## src/rtl/regfile_dump_pkg.sv

```systemverilog
// Shared sizing defaults and dump FSM encoding for the register-file debug reader
// and the register file it reads.
package regfile_dump_pkg;

  localparam int DEF_NUM_REGS = 32;
  localparam int DEF_ADDR_W   = 5;
  localparam int DEF_DATA_W   = 32;

  typedef enum logic [1:0] {
    IDLE = 2'd0,
    READ = 2'd1,
    HOLD = 2'd2,
    DONE = 2'd3
  } dump_state_e;

endpackage

```

## src/rtl/regfile_dump.sv

```systemverilog
// Walks the register file x0..x(NUM_REGS-1) through a spare read port and streams
// each snapshot out over a valid/ready interface, pulsing done at the end.
module regfile_dump #(
  parameter int NUM_REGS = regfile_dump_pkg::DEF_NUM_REGS,
  parameter int ADDR_W   = regfile_dump_pkg::DEF_ADDR_W,
  parameter int DATA_W   = regfile_dump_pkg::DEF_DATA_W
) (
  input  logic              clock,
  input  logic              reset_n,
  input  logic              start,
  input  logic              abort,
  output logic [ADDR_W-1:0] rd_select,
  input  logic [DATA_W-1:0] rd_data,
  output logic              out_valid,
  input  logic              out_ready,
  output logic [ADDR_W-1:0] out_index,
  output logic [DATA_W-1:0] out_data,
  output logic              out_last,
  output logic              busy,
  output logic              done,
  output logic [1:0]        state_dbg
);

  import regfile_dump_pkg::*;

  localparam logic [ADDR_W-1:0] LAST_IDX = ADDR_W'(NUM_REGS - 1);

  // Stream handshake: out_index/out_data are held stable while out_valid is high;
  // a transfer happens on any edge where out_valid && out_ready, and out_valid only
  // falls after a transfer, on abort, or on reset.
  dump_state_e       r_state;
  logic [ADDR_W-1:0] r_idx;
  logic              r_out_valid;
  logic [ADDR_W-1:0] r_out_index;
  logic [DATA_W-1:0] r_out_data;
  logic              r_done;
  logic              w_xfer;

  assign w_xfer = r_out_valid && out_ready;

  always_ff @(posedge clock or negedge reset_n) begin
    if (!reset_n) begin
      r_state     <= IDLE;
      r_idx       <= '0;
      r_out_valid <= 1'b0;
      r_out_index <= '0;
      r_out_data  <= '0;
      r_done      <= 1'b0;
    end else begin
      r_done <= 1'b0;
      case (r_state)
        IDLE: begin
          if (start && !abort) begin
            r_idx   <= '0;
            r_state <= READ;
          end
        end
        READ: begin
          if (abort) begin
            r_done  <= 1'b1;
            r_state <= DONE;
          end else begin
            r_out_data  <= rd_data;
            r_out_index <= r_idx;
            r_out_valid <= 1'b1;
            r_state     <= HOLD;
          end
        end
        HOLD: begin
          // A transfer coinciding with abort is still delivered; abort only ends the walk.
          if (abort) begin
            r_out_valid <= 1'b0;
            r_done      <= 1'b1;
            r_state     <= DONE;
          end else if (w_xfer) begin
            r_out_valid <= 1'b0;
            if (r_idx == LAST_IDX) begin
              r_done  <= 1'b1;
              r_state <= DONE;
            end else begin
              r_idx   <= r_idx + ADDR_W'(1);
              r_state <= READ;
            end
          end
        end
        DONE: begin
          r_idx   <= '0;
          r_state <= IDLE;
        end
        default: r_state <= IDLE;
      endcase
    end
  end

  assign rd_select = r_idx;
  assign out_valid = r_out_valid;
  assign out_index = r_out_index;
  assign out_data  = r_out_data;
  assign out_last  = r_out_valid && (r_out_index == LAST_IDX);
  assign busy      = (r_state != IDLE);
  assign done      = r_done;
  assign state_dbg = r_state;

endmodule

```

## config.mk

```make
export PLATFORM = sky130hd
export DESIGN_NAME = regfile_dump
export DESIGN_NICKNAME = d
export VERILOG_FILES = /design/src/rtl/regfile_dump_pkg.sv /design/src/rtl/regfile_dump.sv
export SDC_FILE = /design/constraint.sdc
export NUM_CORES = 1
export LEC_CHECK = 0
export BUFFER_PORTS_ARGS = -buffer_cell sky130_fd_sc_hd__buf_4
export CORE_ASPECT_RATIO = 0.6
export CORE_MARGIN = 1.5
export CORE_UTILIZATION = 50
export DETAILED_ROUTE_END_ITERATION = 8
export GPL_TIMING_DRIVEN = 0
export PLACE_DENSITY = 0.87
export SYNTH_ARGS = -nofsm -noshare
export SYNTH_HDL_FRONTEND = slang
export SYNTH_SLANG_ARGS = --single-unit
```

## constraint.sdc

```tcl
create_clock -name clock -period 4.9 [get_ports clock]
set_input_delay 0.49 -clock clock [delete_from_list [all_inputs] [get_ports clock]]
set_output_delay 0.49 -clock clock [all_outputs]
set_load 0.02 [all_outputs]
```

# Yosys cells after proc, flatten, opt, wreduce, memory -nomap -nowiden

Cells that the tools add are included.

$mul: 0
Mux-type cells: 20
Div/mod/pow operators: 0
Add/sub/neg operators: 1
Shift-type cells: 0
Magnitude comparators: 0
Equality and inequality tests: 11
Bitwise logic cells: 1
Reductions and logical operators: 12

Operator list:

| operator            | count |
|---|---|
| $mux 5              | 4 |
| $pmux 5 s3          | 1 |
| $eq 5x5->1 const B  | 2 |
| $ne 2x2->1 const B  | 5 |
| $mux 1              | 8 |
| $mux 2              | 4 |
| $pmux 2 s4          | 1 |
| $add 5x1->5 const B | 1 |
| $reduce_and 5->1    | 1 |
| $eq 2x2->1 const B  | 2 |
| $pmux 1 s2          | 2 |
| $reduce_and 2->1    | 2 |
| $reduce_bool 2->1   | 2 |
| $logic_and 1x1->1   | 3 |
| $ne 3x3->1 const B  | 1 |
| $reduce_and 3->1    | 1 |
| $reduce_bool 3->1   | 1 |
| $eq 2x1->1 const B  | 1 |
| $logic_not 2->1     | 1 |
| $logic_not 1->1     | 1 |
| $not 1->1           | 1 |

Logic and storage cells: 51
Bits in latches: 0
ROM bits: 0
Bits in registers: 46
Output and inout bits: 48
RAM bits: 0
Input port bits: 37
Memories: 0

# Longest topological paths before layout

Depth in word-level cells: 5
Mapped depth: 7
Mapped depth without buffers: 7

# Least setup slack after synthesis

OpenSTA, ideal clock, no wires.

Path type: reg-to-reg
From: register r_idx[0], in the netlist rd_select[0]
To: register r_idx[3], in the netlist rd_select[3]
Period minus slack after synthesis: 2.034 ns
Stages on the path, launching flop included: 8
Buffers on the path: 0
Required time: 4.780 ns
Setup time: 0.120 ns
Setup slack: 2.866 ns
Arrival: 1.914 ns
Cells stage by stage: dfrtp_1 -> ha_1 -> and3_1 -> ha_1 -> nand4bb_4 -> a221oi_4 -> mux2i_1 -> nand2_1

Word-level cells in the longest chain between the ends: 5
Elaborated cells on any way between the ends: 8
Those cells by class: add/sub (1); eq/ne (2); mux (4); reduce/logical (1)

RTL lines:

| what                   | RTL line           | text |
|---|---|---|
| start, declared        | regfile_dump.sv:32 | `logic [ADDR_W-1:0] r_idx;` |
| start signal, assigned | regfile_dump.sv:81 | `r_idx <= r_idx + ADDR_W'(1);` |
| $add 5x1->5            | regfile_dump.sv:81 |  |
| $mux 5                 | regfile_dump.sv:77 | `if (r_idx == LAST_IDX) begin` |
| $mux 5                 | regfile_dump.sv:75 | `end else if (w_xfer) begin` |
| $mux 5                 | regfile_dump.sv:71 | `if (abort) begin` |
| $pmux 5 s3             | regfile_dump.sv:51 | `case (r_state)` |

Parallel ways exist; a longest one is shown, timed or not. The select of a mux whose other input is x is not followed.
A chain may end at the register's enable or synchronous reset.

# Final worst setup path

Ends and elaborated chain as after synthesis.

==> impl_metrics.yaml <==
pwr:
  internal_power_mw: 1.09
  switching_share_pct: 40.1
  pwr-share-clk_pct: 12.4
  ir_worst_vdd_mv: 0.382
  leakagePower_nw: 1.35
  power_density_nw_per_um2: 664
  p_comb_share_pct: 50.9
  p_sw_uw: 732
  seqPwrFrac_pct: 36.7
global_routing:
  antenna_found_initial: 0
  grt_usage_pct: 21.0
  grt_pass1_wl_um: 7050
  grt_overflow: 0
  grt_pass1_vias: 1446
  grt_max_degree: 47
placed_design:
  dp_hpwl_um: 3290
  gp_congestion: 0.879
  placed_area_um2: 2660
  place_ws_ps: 2780
  io_buffers: 83
timing:
  hold_viol_final: 0
  period_minus_slack_ps: 2150
  tightest_slew_ps: 555
  fmax_mhz: 465
  fin_crit_sh_pct: 43.9
  slew_viol_final: 0
  rsz0062_at_grt: "no"
  slew_headroom_pct: 63.0
  skew_ps: 7.50
  setup_viol: 0
  worst_slack_ps: 2750
  tns_ps: 0
job:
  max_cap_violations: 0
clocking:
  clk_latency_ps: 290
  postCtsSetupBuffers: 0
  clockBufferDepth: 2
  path_clk_slew_ps: 90
  cts_root_buffer: "clkbuf_8"
  tritoncts: "built"
  tritoncts.num_buffers: 5
  clock-sinks: 46
  htreeDepth: 2
  cts_resized: 0
  cts_hold_buf: 0
setup_path:
  worstPathArrival_ps: 2330
  worst-path-buf-inv: 0
  regToRegStartpoint: "rd_select[0]"
  r2r.worst_path.cells: 7
  crit_slowest_cell: "dfrtp_1"
  criticalPathCategory: "flop to flop"
  path_cells: "ha_1 -> and3_1 -> ha_1 -> nand4bb_4 -> a221oi_4 -> mux2i_1 -> nand2_1"
  start_kind: "flop"
  cp.required_ps: 5080
  crit_fanout: 8
  end_kind: "flop"
  crit_family: "simple AND/OR/NAND/NOR gates"
  path_common_cell: "ha_1"
  rr_endpoint: "rd_select[3]"
  crit_path_max_incr_delay_ps: 460
  r2r_setup_slack_ps: 2750
final_layout:
  nets: 273
  final_core_util_pct: 73.8
  drive_gt1_share_pct: 51.3
  area_growth_pct: 39.1
  final_cell_area_um2: 2750
  n_antenna_cell: 0
synth:
  synth.most_common_cell: "dfrtp_1"
  ys_ff_latch: 46
  synthTopCellsByArea: "dfrtp_1, mux2_2, mux2_1, ha_1, nand4bb_4"
  synth_area_per_cell_um2: 14.0
  ys_dominant_reg_cell: "dfrtp_1"
  synth_cell_types: 30
  synth_async_sr_flop_share_pct: 100
  yosys_warnings: 0
  synth_cells: 141
  ys_seq_area_share_pct: 58.3
  synth_common_cells: "dfrtp_1, mux2_2, mux2_1"
  synth_edf_count: 0
  synth_top_cell_by_area: "dfrtp_1"
  synth_nets: 183
  synth_area_um2: 1980
  netlist.area_leader.share_pct: 58.3
outcome:
  status: "completed"
drt:
  first_pass_iters: 4
  routed_wl_um: 4300
  drc: 0
  via_per_inst: 5.12
  routedWlPerCell_um: 15.4
  first_iter_violations: 48
  final_antenna_net_count: 0
  num_vias: 1428
die:
  initial_core_util_pct: 53.1
  die_x_um: 84.2
  die_y_um: 51.7
  num_rows: 17
  core-area_um2: 3720
  die_area_um2: 4350
  boundaryPins: 85
hold_path:
  hold_class: "input pin to asynchronous set/reset pin"
==> stage by stage <==
step                instances  total power [mW]  hold slack, ps
finish                    279              1.82             182
detailed placement        271              1.61             477
global route              279              1.95             225
floorplan                 141              1.21             194
global placement          271              1.58             469
CTS                       279              1.84             203
==> worst register-to-register path: stages (launching register included) <==
cell       delay [ps]
dfrtp_1           460
ha_1              250
and3_1            150
ha_1              210
nand4bb_4         250
a221oi_4          420
mux2i_1           240
nand2_1            70
==> worst max path at each step <==
stage | slack [ps] | cells past startpoint | startpoint | to
floorplan | 2870 | 7 | rd_select[0] | rd_select[3]
global placement | 2800 | 7 | rd_select[0] | rd_select[3]
detailed placement | 2780 | 7 | rd_select[0] | rd_select[3]
CTS | 2750 | 7 | rd_select[0] | rd_select[3]
global route | 2600 | 7 | rd_select[0] | rd_select[3]
finish | 2750 | 7 | rd_select[0] | rd_select[3]
==> cell type report <==
| cell class | instances | area (um^2) |
|---|---|---|
| multi-input cells | 82 | 756 |
| fillers | 287 | 975 |
| clock inverters | 3 | 21.3 |
| inverters | 7 | 26.3 |
| clock buffers | 5 | 68.8 |
| well taps | 47 | 58.8 |
| flip-flops and latches | 46 | 1150 |
| repair buffers | 83 | 623 |
| plain buffers | 6 | 42.5 |
==> routing by layer <==
| layer | GRT usage [%] | wire length (um) |
|---|---|---|
| met1 | 28.8 | 1980 |
| met2 | 33.5 | 2060 |
| met3 | 6.35 | 249 |
| met4 | 4.92 | 15 |
| met5 | 0 | 0 |
==> power by group through the flow <==
stage               Clock [mW]  Combinational [mW]  Sequential (mW)
global placement             0               0.915            0.663
detailed placement           0               0.936            0.677
CTS                      0.231               0.938            0.671
finish                   0.226               0.929            0.669
floorplan                    0               0.337            0.871
global route             0.250                1.00            0.694
==> cells in the final DEF, fill, tap and decap left out, drive strengths merged, types with 4 or more instances in the layout <==
cell    count
nand2       6
ha          5
mux2       37
o21ai       8
dfrtp      46
nand3       4
buf        88
clkbuf      6
inv         7
==> flip-flops by register name (all words and copies together), names as in the netlist <==
name / count
out_valid: 1
state_dbg: 2
out_data: 32
out_index: 5
rd_select: 5
done: 1
==> cells by family (layout without fill, tap and decap cells) <==
| family | Yosys count | after routing | share of synthesized area [%] |
|---|---|---|---|
| AOI/OAI and AO/OA | 17 | 17 | 6.21 |
| adders and majority gates | 5 | 5 | 3.17 |
| DFF | 46 | 46 | 58.3 |
| muxes | 39 | 39 | 22.1 |
| buffers and inverters | 13 | 104 | 3.48 |
| and+or+nand+nor | 21 | 21 | 6.78 |
Power figures use the tool's default switching activity.
